**src/rtl/shift_issue_stage.sv**
```systemverilog
// Issue stage ahead of the shift unit: decodes RV32I shifts and queues
// them in an output register backed by a single skid register.
module shift_issue_stage #(
    parameter int CNT_W = 8,
    parameter int TAG_W = 5
) (
    input  logic             clk,
    input  logic             rst,
    input  logic             flush,
    input  logic             in_valid,
    output logic             in_ready,
    input  logic [31:0]      in_inst,
    input  logic [31:0]      in_rs1,
    input  logic [31:0]      in_rs2,
    input  logic [TAG_W-1:0] in_rd,
    output logic             out_valid,
    input  logic             out_ready,
    output logic [31:0]      out_data,
    output logic [4:0]       out_shamt,
    output logic             out_l_or_r,
    output logic             out_a_or_l,
    output logic [TAG_W-1:0] out_rd,
    output logic             dec_err,
    output logic [CNT_W-1:0] err_cnt
);

    typedef struct packed {
        logic [31:0]      data;
        logic [4:0]       shamt;
        logic             l_or_r;
        logic             a_or_l;
        logic [TAG_W-1:0] rd;
    } entry_t;

    localparam logic [6:0] OP_IMM = 7'b0010011;
    localparam logic [6:0] OP_REG = 7'b0110011;
    localparam logic [6:0] F7_LOG = 7'b0000000;
    localparam logic [6:0] F7_ARI = 7'b0100000;

    entry_t           r_out;
    entry_t           r_skid;
    logic             r_out_v;
    logic             r_skid_v;
    logic             r_dec_err;
    logic [CNT_W-1:0] r_err_cnt;

    logic [6:0] w_op;
    logic [2:0] w_f3;
    logic [6:0] w_f7;
    logic       w_imm;
    logic       w_reg;
    logic       w_sll;
    logic       w_srl;
    logic       w_sra;
    logic       w_legal;
    logic       w_acc;
    logic       w_acc_ok;
    logic       w_ill;
    logic       w_out_free;
    entry_t     w_new;
    logic       w_unused;

    assign w_op  = in_inst[6:0];
    assign w_f3  = in_inst[14:12];
    assign w_f7  = in_inst[31:25];
    assign w_imm = (w_op == OP_IMM);
    assign w_reg = (w_op == OP_REG);
    assign w_sll = (w_f3 == 3'b001) && (w_f7 == F7_LOG);
    assign w_srl = (w_f3 == 3'b101) && (w_f7 == F7_LOG);
    assign w_sra = (w_f3 == 3'b101) && (w_f7 == F7_ARI);

    assign w_legal = (w_imm || w_reg) && (w_sll || w_srl || w_sra);

    always_comb begin
        w_new        = '0;
        w_new.data   = in_rs1;
        w_new.shamt  = w_reg ? in_rs2[4:0] : in_inst[24:20];
        w_new.l_or_r = w_sll;
        w_new.a_or_l = w_sra;
        w_new.rd     = in_rd;
    end

    // Anything offered during a flush is discarded, legal or not.
    assign w_acc      = in_valid && !r_skid_v && !flush;
    assign w_acc_ok   = w_acc && w_legal;
    assign w_ill      = w_acc && !w_legal;
    assign w_out_free = !r_out_v || out_ready;

    assign w_unused = ^{in_rs2[31:5], in_inst[19:15], in_inst[11:7]};

    always_ff @(posedge clk or posedge rst) begin
        if (rst) begin
            r_out     <= '0;
            r_skid    <= '0;
            r_out_v   <= 1'b0;
            r_skid_v  <= 1'b0;
            r_dec_err <= 1'b0;
            r_err_cnt <= '0;
        end else begin
            r_dec_err <= w_ill;
            if (w_ill && (r_err_cnt != {CNT_W{1'b1}})) begin
                r_err_cnt <= r_err_cnt + CNT_W'(1);
            end
            if (flush) begin
                r_out_v  <= 1'b0;
                r_skid_v <= 1'b0;
            end else if (w_out_free) begin
                if (r_skid_v) begin
                    // Skid drains first so ordering is never inverted.
                    r_out    <= r_skid;
                    r_out_v  <= 1'b1;
                    r_skid_v <= w_acc_ok;
                    if (w_acc_ok) begin
                        r_skid <= w_new;
                    end
                end else begin
                    r_out_v <= w_acc_ok;
                    if (w_acc_ok) begin
                        r_out <= w_new;
                    end
                end
            end else if (w_acc_ok) begin
                r_skid   <= w_new;
                r_skid_v <= 1'b1;
            end
        end
    end

    assign in_ready   = !r_skid_v;
    assign out_valid  = r_out_v;
    assign out_data   = r_out.data;
    assign out_shamt  = r_out.shamt;
    assign out_l_or_r = r_out.l_or_r;
    assign out_a_or_l = r_out.a_or_l;
    assign out_rd     = r_out.rd;
    assign dec_err    = r_dec_err;
    assign err_cnt    = r_err_cnt;

endmodule

```
**config.mk**
```make
export PLATFORM = sky130hd
export DESIGN_NAME = shift_issue_stage
export DESIGN_NICKNAME = d
export VERILOG_FILES = /design/src/rtl/shift_issue_stage.sv
export SDC_FILE = /design/constraint.sdc
export NUM_CORES = 1
export LEC_CHECK = 0
export CORE_ASPECT_RATIO = 0.5
export CORE_UTILIZATION = 46
export CTS_BUF_LIST = sky130_fd_sc_hd__clkbuf_8
export DETAILED_ROUTE_END_ITERATION = 10
export GPL_TIMING_DRIVEN = 0
export HOLD_SLACK_MARGIN = 0.1
export PLACE_DENSITY = 0.94
export SLEW_MARGIN = 25
export SYNTH_ARGS = -nofsm -noshare
export SYNTH_HDL_FRONTEND = slang
export SYNTH_SLANG_ARGS = --single-unit
```
**constraint.sdc**
```tcl
create_clock -name clk -period 4.4 [get_ports clk]
set_clock_uncertainty 0.15 [all_clocks]
set_input_delay 1.32 -clock clk [delete_from_list [all_inputs] [get_ports clk]]
set_output_delay 1.32 -clock clk [all_outputs]
set_load 0.01 [all_outputs]
```
==> insert_results.sql, run 1 <==
INSERT INTO impl_metrics (metric_group, metric, value, unit) VALUES
('run_status', 'outcome', 'finished, final reports clean', ''),
('cts', 'clkSlewWorstSetupHoldPaths', '90', 'ps'),
('logic_synthesis', 'synth-warning-count', '0', ''),
('layout', 'share_of_post_route_cells_with_drive_strength_above_1', '24.7', '%'),
('sta', 'timing_hold_violations_final', '0', ''),
('min_path', 'terminating_pin_of_the_worst_hold_path', 'out_shamt[1]$_DFFE_PP0P_', ''),
('layout', 'areaGrowthSynthToFinish', '38.0', '%'),
('cts', 'cts.hold.buffers_added', '0', ''),
('detailed_routing', 'detail_route.first_pass.iterations', '4', ''),
('layout', 'final_net_count', '568', ''),
('critical_path', 'path_buf_inv', '3', ''),
('power', 'powerDensity', '331', 'nW/um^2'),
('critical_path', 'r2r_cells', '7', ''),
('logic_synthesis', 'cell_accounting_for_the_most_synthesized_area', 'sky130_fd_sc_hd__dfrtp_1', ''),
('power', 'p_sw_share', '23.2', '%'),
('power', 'pwr-share-clk', '34.8', '%'),
('sta', 'min_period_over_period', '80.7', '%'),
('power', 'p_int', '1.53', 'mW'),
('die', 'die-area', '9880', 'um^2'),
('critical_path', 'worst-setup-path-type', 'reg2out', ''),
('critical_path', 'crit_path_max_fanout', '10', ''),
('critical_path', 'crit-reg2reg-capture', 'out_rd[0]$_DFFE_PP0P_', ''),
('layout', 'final_cell_mix', 'sky130_fd_sc_hd__clkdlybuf4s50_1, sky130_fd_sc_hd__dfrtp_1, sky130_fd_sc_hd__mux2_2', ''),
('layout', 'layout_commonest_cell', 'sky130_fd_sc_hd__clkdlybuf4s50_1', ''),
('sta', 'max_slew_margin', '66.6', '%'),
('detailed_routing', 'drtAntennaViolNets', '0', ''),
('die', 'coreArea', '8950', 'um^2'),
('layout', 'finalNonFillerCells', '583', ''),
('placement', 'place_congestion', '0.757', ''),
('detailed_routing', 'drcViolationCount', '0', ''),
('critical_path', 'critical_path.startpoint', 'r_skid_v$_DFFE_PP0P_', ''),
('cts', 'insertion_delay', '370', 'ps'),
('cts', 'cts_tree', 'done', ''),
('logic_synthesis', 'synthDistinctLibCells', '44', ''),
('critical_path', 'worst_r2r_startpoint', 'out_valid$_DFFE_PP0P_', ''),
('die', 'height_of_the_chip', '70.8', 'um'),
('critical_path', 'worst-endpoint-arrival', '2080', 'ps'),
('logic_synthesis', 'post_synth.cell_area_avg', '13.4', 'um^2'),
('power', 'peakVddDrop', '0.151', 'mV'),
('critical_path', 'critPathRequiredTime', '2930', 'ps'),
('global_routing', 'antenna_found_initial', '0', ''),
('cts', 'cts-buffers-inserted', '9', ''),
('sta', 'worst_slack', '848', 'ps'),
('logic_synthesis', 'seq_area_frac_synth', '56.9', '%'),
('critical_path', 'endpoint_kind', 'primary output', ''),
('min_path', 'timing.hold.worst.start', 'out_shamt[1]$_DFFE_PP0P_', ''),
('sta', 'setup_viol_count_final', '0', ''),
('global_routing', 'via_count_of_the_first_global_routing_pass', '3454', ''),
('global_routing', 'largest_net_degree_at_the_start_of_global_routing', '69', ''),
('sta', 'time_the_final_worst_path_needs_with_i_o_delays_and_setup', '3550', 'ps'),
('logic_synthesis', 'syn-cell-area', '4350', 'um^2'),
('power', 'power.switching', '0.461', 'mW'),
('cts', 'cts_root_buf', 'sky130_fd_sc_hd__clkbuf_8', ''),
('critical_path', 'setup.worst_path.start_class', 'flop', ''),
('cts', 'cts_sinks', '99', ''),
('power', 'power.combinational.fraction', '15.0', '%'),
('critical_path', 'path_delay_family', 'buffers and inverters', ''),
('detailed_routing', 'vias_per_std_cell', '5.62', ''),
('logic_synthesis', 'share_of_yosys_cell_area_claimed_by_the_top_area_cell_type', '56.9', '%'),
('critical_path', 'timing.critical_path.slowest_cell_delay', '640', 'ps'),
('placement', 'placed_cells', '567', ''),
('logic_synthesis', 'syn_nets', '433', ''),
('global_routing', 'grt_first_pass_wirelength', '17900', 'um'),
('detailed_routing', 'route.vias.total', '3274', ''),
('cts', 'htree_depth', '3', ''),
('critical_path', 'r2r_setup_slack', '2080', 'ps'),
('power', 'seqPwrFrac', '50.2', '%'),
('sta', 'clock.fmax', '282', 'MHz'),
('sta', 'worst_pin_slew', '502', 'ps'),
('placement', 'detailedPlacementHpwl', '7690', 'um'),
('logic_synthesis', 'synthCells', '326', '');
final cells by class:
class	count	area, um^2
plain buffers	21	121
clock buffers	10	138
clock inverters	6	105
fillers	583	2940
inverters	5	23.8
multi-input cells	201	1740
flip-flops and latches	99	2480
well taps	117	146
repair buffers	124	1260
synth_stat cells, drive strengths merged:
cell / instances
mux2i: 5
ha: 1
mux2: 45
and3: 2
nand2b: 2
dfrtp: 99
and4b: 1
nand2: 8
nor3: 3
o2111ai: 1
a41oi: 1
o2bb2ai: 1
a21oi: 12
o221a: 37
o211a: 1
a21o: 1
nor2: 17
o22ai: 1
nand4b: 1
and4: 1
clkbuf: 11
inv: 5
xor2: 1
or3: 38
nand4: 2
nor4: 3
nor2b: 1
nor4b: 1
o41a: 1
o21ai: 3
and2: 1
xnor2: 3
a211oi: 1
nand3: 3
buf: 10
a2bb2oi: 2
per-stage QoR:
stage / utilization, % / TNS [ps] / hold WS (ps) / total power [mW]
2_1_floorplan: - / 0 / 331 / 1.12
3_3_place_gp: 64.1 / -109560 / 339 / 1.30
3_5_place_dp: 64.4 / 0 / 346 / 1.32
4_1_cts: 67.1 / 0 / 366 / 2.01
5_1_grt: 67.1 / 0 / 377 / 2.07
6_report: 67.1 / 0 / 367 / 1.99
power groups by stage:
stage               clock network [mW]  registers (mW)  logic (mW)
floorplan                            0            1.03      0.0923
CTS                              0.706           0.998       0.302
global route                     0.744            1.01       0.320
global placement                     0            1.01       0.286
detailed placement                   0            1.02       0.300
finish                           0.691           0.998       0.299
worst max path at each step:
stage                               endpoint
floorplan                  dec_err$_DFF_PP0_
finish                              in_ready
detailed placement    r_skid[22]$_DFFE_PP0P_
global route                        in_ready
CTS                                 in_ready
global placement    out_shamt[3]$_DFFE_PP0P_
per-layer routing:
| metal | vias to the layer above | global-route usage [%] | share of wire, % |
|---|---|---|---|
| li1 | 1511 | - | - |
| met1 | 1664 | 30.2 | 44 |
| met2 | 78 | 40.1 | 50 |
| met3 | 21 | 5.62 | 3.7 |
| met4 | 0 | 8.67 | 2.0 |
| met5 | - | 0 | 0 |
flip-flops by register name, indices dropped and copies added, names as in the netlist:
signal      cells
r_skid_v        1
out_a_or_l      1
out_valid       1
dec_err         1
out_shamt       5
err_cnt         8
out_data       32
out_rd          5
r_skid         44
out_l_or_r      1
cells by family after synthesis:
group,synth area share (%)
DFF,56.9
and+or+nand+nor,12.1
muxes,12.8
adders and majority gates,0.287
xor gates and xnor gates,0.805
AOI/OAI and AO/OA,13.9
buffers and inverters,3.22
No activity file was read; power rests on OpenSTA's default activity.
==> inputs of run 2 (changes only) <==
--- a/config.mk
+++ b/config.mk
@@ -6,12 +6,12 @@
 export NUM_CORES = 1
 export LEC_CHECK = 0
 export CORE_ASPECT_RATIO = 0.5
-export CORE_UTILIZATION = 46
+export CORE_UTILIZATION = 41
 export CTS_BUF_LIST = sky130_fd_sc_hd__clkbuf_8
 export DETAILED_ROUTE_END_ITERATION = 10
 export GPL_TIMING_DRIVEN = 0
 export HOLD_SLACK_MARGIN = 0.1
-export PLACE_DENSITY = 0.94
+export PLACE_DENSITY = 0.89
 export SLEW_MARGIN = 25
 export SYNTH_ARGS = -nofsm -noshare
 export SYNTH_HDL_FRONTEND = slang
==> constraint.sdc (replaced) <==
create_clock -name clk -period 3.1 [get_ports clk]
set_clock_uncertainty 0.15 [all_clocks]
set_input_delay 0.93 -clock clk [delete_from_list [all_inputs] [get_ports clk]]
set_output_delay 0.93 -clock clk [all_outputs]
set_load 0.01 [all_outputs]
==> run 2 against run 1 <==
Net effect: sequential power is 42% higher; setup slack got worse by 740 ps; clock power rose by 30%; global-route usage shrank 2.9 points.
==> insert_results.sql, run 2 (synthesized netlist as in run 1, its figures left out) <==
INSERT INTO impl_metrics (metric_group, metric, value, unit) VALUES
('run_status', 'outcome', 'finished, final reports clean', ''),
('layout', 'final_cell_mix', 'sky130_fd_sc_hd__clkdlybuf4s50_1, sky130_fd_sc_hd__dfrtp_1, sky130_fd_sc_hd__mux2_2', ''),
('global_routing', 'grtUsageTotal', '20.8', '%'),
('detailed_routing', 'vias_per_std_cell', '5.43', ''),
('die', 'coreArea', '10300', 'um^2'),
('critical_path', 'crit_path_max_delay_cell_type', 'sky130_fd_sc_hd__or3_4', ''),
('layout', 'share_of_post_route_cells_with_drive_strength_above_1', '25.9', '%'),
('power', 'power.static_leakage', '2.73', 'nW'),
('placement', 'place_congestion', '0.743', ''),
('min_path', 'min-delay-path-class', 'reg2reg', ''),
('layout', 'final_net_count', '570', ''),
('layout', 'num_antenna_cells', '0', ''),
('power', 'peakVddDrop', '0.209', 'mV'),
('die', 'die_w', '148', 'um'),
('die', 'die-area', '11100', 'um^2'),
('detailed_routing', 'drt_iter0_drc', '172', ''),
('global_routing', 'grt_overflow', '0', ''),
('layout', 'areaGrowthSynthToFinish', '38.9', '%'),
('cts', 'cts-buffers-inserted', '9', ''),
('cts', 'cts.hold.buffers_added', '0', ''),
('die', 'floorplan.initialDensity', '42.4', '%'),
('cts', 'cts_tree', 'done', ''),
('cts', 'cts_root_buf', 'sky130_fd_sc_hd__clkbuf_8', ''),
('power', 'powerDensity', '453', 'nW/um^2'),
('detailed_routing', 'postRouteWirelength', '11200', 'um'),
('detailed_routing', 'detail_route.first_pass.iterations', '4', ''),
('power', 'pwr-share-clk', '32.9', '%'),
('die', 'num_rows', '26', ''),
('layout', 'top_register_by_number_of_flip_flops', 'r_skid', ''),
('critical_path', 'timing.critical_path.slowest_cell_delay', '480', 'ps'),
('cts', 'maximum_buffer_depth_of_the_clock_tree', '2', ''),
('layout', 'finalNonFillerCells', '608', ''),
('die', 'height_of_the_chip', '74.9', 'um'),
('sta', 'time_the_final_worst_path_needs_with_i_o_delays_and_setup', '3000', 'ps'),
('detailed_routing', 'drtAntennaViolNets', '0', ''),
('global_routing', 'antenna_found_initial', '0', ''),
('global_routing', 'largest_net_degree_at_the_start_of_global_routing', '33', ''),
('cts', 'cts_sinks', '99', ''),
('critical_path', 'crit_path_max_fanout', '7', ''),
('layout', 'layout.core_utilization', '58.8', '%'),
('cts', 'insertion_delay', '370', 'ps'),
('sta', 'setup_viol_count_final', '0', ''),
('critical_path', 'timing.critical_path.cells', 'clkdlybuf4s50_1, nor4b_4, o2111ai_4, or3_4, o21ai_4, mux2_2', ''),
('detailed_routing', 'drcViolationCount', '0', ''),
('power', 'seqPwrFrac', '51.6', '%'),
('placement', 'place.port_buffers', '123', ''),
('critical_path', 'worst-endpoint-arrival', '3100', 'ps'),
('critical_path', 'r2r_cells', '6', ''),
('critical_path', 'endpoint_kind', 'flop', ''),
('critical_path', 'worst-setup-path-type', 'in2reg', ''),
('sta', 'timing_hold_violations_final', '0', ''),
('detailed_routing', 'route.vias.total', '3303', ''),
('cts', 'clkSlewWorstSetupHoldPaths', '80', 'ps'),
('sta', 'fin_setup_tns', '0', 'ps'),
('sta', 'grt_setup_unrepaired', 'no', ''),
('sta', 'max_slew_margin', '63.9', '%'),
('run', 'cap_violations', '0', ''),
('min_path', 'hold_depth', '1', ''),
('power', 'p_sw_share', '24.2', '%'),
('cts', 'htree_depth', '3', ''),
('power', 'power.combinational.fraction', '15.5', '%'),
('layout', 'layout_commonest_cell', 'sky130_fd_sc_hd__clkdlybuf4s50_1', ''),
('global_routing', 'grt_first_pass_wirelength', '17500', 'um'),
('power', 'power.switching', '0.662', 'mW'),
('power', 'p_int', '2.08', 'mW'),
('sta', 'worst_pin_slew', '542', 'ps'),
('global_routing', 'via_count_of_the_first_global_routing_pass', '3332', ''),
('placement', 'placement.cell_area', '5820', 'um^2'),
('sta', 'final_slew_viol_count', '0', ''),
('detailed_routing', 'avgRoutedWirePerCell', '18.5', 'um'),
('placement', 'placed_cells', '592', ''),
('critical_path', 'critPathRequiredTime', '3200', 'ps'),
('critical_path', 'setup.worst_path.start_class', 'input port', ''),
('layout', 'stdcell_area', '6050', 'um^2'),
('die', 'io-pin-count', '161', ''),
('placement', 'detailedPlacementHpwl', '8060', 'um'),
('sta', 'min_period_over_period', '96.6', '%'),
('sta', 'clock.fmax', '334', 'MHz'),
('layout', 'largest_reg_flops', '44', '');
==> run 2: changes by cell type in the layout (fill, tap and decap cells not counted), sizes merged <==
cell | previous run | this run
clkinv | 0 | 2
inv | 7 | 4
clkbuf | 21 | 24
bufinv | 3 | 1
buf | 11 | 13
==> run 2: power groups by stage <==
stage / clock (mW) / sequential (mW) / combinational, mW
5_1_grt: 0.961 / 1.43 / 0.462
3_3_place_gp: 0 / 1.44 / 0.406
6_report: 0.901 / 1.42 / 0.426
4_1_cts: 0.916 / 1.42 / 0.431
2_1_floorplan: 0 / 1.46 / 0.131
3_5_place_dp: 0 / 1.44 / 0.428
==> run 2: layout make-up <==
cell class	instances	area, um^2
inverter	5	22.5
fill	804	4230
timing repair buffer	126	1290
buffer	21	124
tap	140	175
sequential	99	2480
clock buffer	13	179
multi-input combinational	201	1740
clock inverter	3	43.8
==> run 2: critical path, delay by kind of cell <==
kind | cells | cell delay, ps
buffers and inverters | 1 | 440
muxes | 1 | 370
AOI/OAI and AO/OA | 2 | 510
and+or+nand+nor | 2 | 840
==> run 2: stage by stage <==
step                      setup WS, ps  hold WS, ps  total power, mW
after CTS                          110          366             2.76
final                              105          361             2.74
after detailed placement          -280          345             1.87
after global routing              24.7          381             2.85
after global placement            -234          340             1.85
after floorplan                    366          331             1.59
==> run 2: worst paths after layout <==
| kind | start | slack [ps] | to |
|---|---|---|---|
| min reg2reg | out_shamt[4]$_DFFE_PP0P_ | 360 | out_shamt[4]$_DFFE_PP0P_ |
| max reg2reg | out_valid$_DFFE_PP0P_ | 850 | out_data[28]$_DFFE_PP0P_ |
| max | in_inst[13] | 100 | out_shamt[4]$_DFFE_PP0P_ |
| max in group asynchronous | rst | 1400 | out_data[29]$_DFFE_PP0P_ |
| min in group asynchronous | rst | 720 | out_data[11]$_DFFE_PP0P_ |
| min | out_shamt[4]$_DFFE_PP0P_ | 360 | out_shamt[4]$_DFFE_PP0P_ |
==> run 2: metal layers <==
layer  routed length, um  track usage, %
met5                   0               0
met3                 411            4.30
met1                4850            26.0
met2                5770            36.5
met4                 208            7.79
==> run 2: what timing repair did <==
| action | CTS | global route |
|---|---|---|
| gates resized for setup | 1 | 2 |
| setup endpoints to repair | 1 | 18 |
| setup buffers | 0 | 0 |
| cloned | 0 | 0 |
==> inputs of run 3 (changes only) <==
--- a/config.mk
+++ b/config.mk
@@ -5,13 +5,16 @@
 export SDC_FILE = /design/constraint.sdc
 export NUM_CORES = 1
 export LEC_CHECK = 0
+export CELL_PAD_IN_SITES_DETAIL_PLACEMENT = 0
+export CELL_PAD_IN_SITES_GLOBAL_PLACEMENT = 1
 export CORE_ASPECT_RATIO = 0.5
-export CORE_UTILIZATION = 41
+export CORE_MARGIN = 2
+export CORE_UTILIZATION = 32
 export CTS_BUF_LIST = sky130_fd_sc_hd__clkbuf_8
 export DETAILED_ROUTE_END_ITERATION = 10
 export GPL_TIMING_DRIVEN = 0
 export HOLD_SLACK_MARGIN = 0.1
-export PLACE_DENSITY = 0.89
+export PLACE_DENSITY_LB_ADDON = 0.1
 export SLEW_MARGIN = 25
 export SYNTH_ARGS = -nofsm -noshare
 export SYNTH_HDL_FRONTEND = slang
==> run 3 against run 2 <==
Net effect: clock power fell by 2.6%; setup slack got worse by 54 ps; highest routed layer unchanged; non-clock buffer count rose by 3; via count fell by 1.1%; critical path depth did not move; wire length rose by 3.9%; die area rose by 32%.
==> insert_results.sql, run 3 (synthesized netlist as in run 1, its figures left out) <==
INSERT INTO impl_metrics (metric_group, metric, value, unit) VALUES
('cts', 'insertion_delay', '360', 'ps'),
('global_routing', 'via_count_of_the_first_global_routing_pass', '3480', ''),
('layout', 'share_of_post_route_cells_with_drive_strength_above_1', '26.5', '%'),
('sta', 'final_slew_viol_count', '0', ''),
('power', 'pwr-share-clk', '32.2', '%'),
('die', 'die-area', '14600', 'um^2'),
('sta', 'min_period_over_period', '98.4', '%'),
('detailed_routing', 'avgRoutedWirePerCell', '18.0', 'um'),
('cts', 'cts_root_buf', 'sky130_fd_sc_hd__clkbuf_8', ''),
('die', 'die_w', '169', 'um'),
('cts', 'cts-buffers-inserted', '9', ''),
('layout', 'num_antenna_cells', '0', ''),
('power', 'p_sw_share', '25.0', '%'),
('critical_path', 'crit_path_max_fanout', '7', ''),
('power', 'power.static_leakage', '2.74', 'nW'),
('global_routing', 'antenna_found_initial', '0', ''),
('power', 'power.switching', '0.682', 'mW'),
('critical_path', 'critPathRequiredTime', '3200', 'ps'),
('sta', 'grt_setup_unrepaired', 'no', ''),
('layout', 'layout_commonest_cell', 'sky130_fd_sc_hd__clkdlybuf4s50_1', ''),
('global_routing', 'grtUsageTotal', '16.6', '%'),
('global_routing', 'grt_first_pass_wirelength', '18600', 'um'),
('global_routing', 'largest_net_degree_at_the_start_of_global_routing', '33', ''),
('sta', 'clock.fmax', '328', 'MHz'),
('critical_path', 'endpoint_kind', 'flop', ''),
('die', 'height_of_the_chip', '86.5', 'um'),
('cts', 'clkSlewWorstSetupHoldPaths', '110', 'ps'),
('power', 'p_int', '2.04', 'mW'),
('min_path', 'min-delay-path-class', 'reg2reg', ''),
('placement', 'placed_cells', '628', ''),
('power', 'power.combinational.fraction', '15.8', '%'),
('power', 'seqPwrFrac', '52.0', '%'),
('layout', 'stdcell_area', '6130', 'um^2'),
('layout', 'largest_reg_flops', '44', ''),
('layout', 'finalNonFillerCells', '647', ''),
('placement', 'place.port_buffers', '123', ''),
('die', 'floorplan.initialDensity', '32.5', '%'),
('cts', 'htree_depth', '3', ''),
('sta', 'fin_worst_hold_slack', '363', 'ps'),
('placement', 'place_congestion', '0.804', ''),
('die', 'num_rows', '30', ''),
('detailed_routing', 'detail_route.first_pass.iterations', '5', ''),
('detailed_routing', 'drtAntennaViolNets', '0', ''),
('critical_path', 'worst-endpoint-arrival', '3150', 'ps'),
('layout', 'multi_input_logic_area', '1740', 'um^2'),
('cts', 'cts_sinks', '99', ''),
('global_routing', 'grt_overflow', '0', ''),
('critical_path', 'worst-setup-path-type', 'in2reg', ''),
('detailed_routing', 'postRouteWirelength', '11700', 'um'),
('sta', 'setup_viol_count_final', '0', ''),
('sta', 'timing_hold_violations_final', '0', ''),
('power', 'peakVddDrop', '0.205', 'mV'),
('layout', 'fillers', '1227', ''),
('die', 'coreArea', '13400', 'um^2'),
('sta', 'time_the_final_worst_path_needs_with_i_o_delays_and_setup', '3050', 'ps'),
('placement', 'placement.cell_area', '5880', 'um^2'),
('layout', 'final_cell_mix', 'sky130_fd_sc_hd__clkdlybuf4s50_1, sky130_fd_sc_hd__dfrtp_1, sky130_fd_sc_hd__mux2_2', ''),
('sta', 'worst_pin_slew', '569', 'ps'),
('sta', 'max_slew_margin', '62.1', '%'),
('placement', 'detailedPlacementHpwl', '8250', 'um'),
('cts', 'maximum_buffer_depth_of_the_clock_tree', '2', ''),
('run_status', 'outcome', 'finished, final reports clean', ''),
('detailed_routing', 'drt_iter0_drc', '181', ''),
('cts', 'cts_tree', 'done', ''),
('layout', 'areaGrowthSynthToFinish', '40.8', '%'),
('layout', 'final_net_count', '573', ''),
('cts', 'cts.hold.buffers_added', '0', ''),
('detailed_routing', 'route.vias.total', '3267', ''),
('die', 'io-pin-count', '161', ''),
('power', 'powerDensity', '444', 'nW/um^2'),
('layout', 'top_register_by_number_of_flip_flops', 'r_skid', ''),
('layout', 'final-seq-area', '2480', 'um^2'),
('detailed_routing', 'drcViolationCount', '0', ''),
('critical_path', 'setup.worst_path.start_class', 'input port', ''),
('detailed_routing', 'vias_per_std_cell', '5.05', ''),
('run', 'cap_violations', '0', '');
run 3: cell types whose count changed in the layout (fill, tap and decap cells not counted), sizes merged:
cell    previous run  this run
buf               13        14
clkinv             2         4
run 3: path summary, 6_finish.rpt:
| check | startpoint | to | slack [ps] | depth (start not counted) |
|---|---|---|---|---|
| setup / recovery | in_inst[28] | out_shamt[4]$_DFFE_PP0P_ | 50 | 6 |
| hold / removal | err_cnt[3]$_DFFE_PP0P_ | err_cnt[3]$_DFFE_PP0P_ | 360 | 1 |
| setup reg to reg | out_valid$_DFFE_PP0P_ | out_data[1]$_DFFE_PP0P_ | 860 | 6 |
| hold reg to reg | err_cnt[3]$_DFFE_PP0P_ | err_cnt[3]$_DFFE_PP0P_ | 360 | 1 |
| max in group asynchronous | rst | out_data[10]$_DFFE_PP0P_ | 1310 | 4 |
| min in group asynchronous | rst | out_data[6]$_DFFE_PP0P_ | 790 | 2 |
run 3: power by group through the flow:
| stage | Clock (mW) | Sequential (mW) | Combinational [mW] |
|---|---|---|---|
| after floorplan | 0 | 1.46 | 0.131 |
| after global placement | 0 | 1.44 | 0.407 |
| after detailed placement | 0 | 1.44 | 0.433 |
| after CTS | 0.912 | 1.42 | 0.437 |
| after global routing | 0.970 | 1.43 | 0.466 |
| final | 0.878 | 1.42 | 0.430 |
run 3: timing repair:
| item | CTS | global route |
|---|---|---|
| setup endpoints to repair | 10 | 63 |
| pin swaps | 0 | 3 |
| setup buffers | 0 | 3 |
| gates resized for setup | 3 | 6 |
run 3: metrics by stage:
stage | util [%] | total power [mW] | setup WS [ps] | TNS (ps)
2_1_floorplan | - | 1.59 | 366 | 0
3_3_place_gp | 43.4 | 1.84 | -353 | -37300
3_5_place_dp | 43.9 | 1.87 | -374 | -28410
4_1_cts | 45.5 | 2.76 | 13.8 | 0
5_1_grt | 45.7 | 2.86 | 9.70 | 0
6_report | 45.7 | 2.72 | 50.5 | 0
run 3: cell type report:
type,instances,share of cell area [%]
Timing Repair Buffer,129,21.6
Buffer,21,2.18
Multi-Input combinational cell,201,28.4
Clock inverter,5,1.00
Inverter,5,0.367
Sequential cell,99,40.4
Clock buffer,11,2.47
Tap cell,176,3.59
run 3: worst max-delay path, stage by stage:
cell and delay (ps):
sky130_fd_sc_hd__clkdlybuf4s50_1 440, sky130_fd_sc_hd__nor4_4 390, sky130_fd_sc_hd__o2111ai_4 250, sky130_fd_sc_hd__or3_4 480
sky130_fd_sc_hd__o21ai_4 280, sky130_fd_sc_hd__mux2_2 380
run 3: routing by layer:
metal	vias up	part of all wire (%)	GRT usage [%]
met1	1647	49	23.3
li1	1512	-	-
met4	0	1.3	5.17
met5	-	0	0
met2	94	45	25.2
met3	14	5.0	4.29
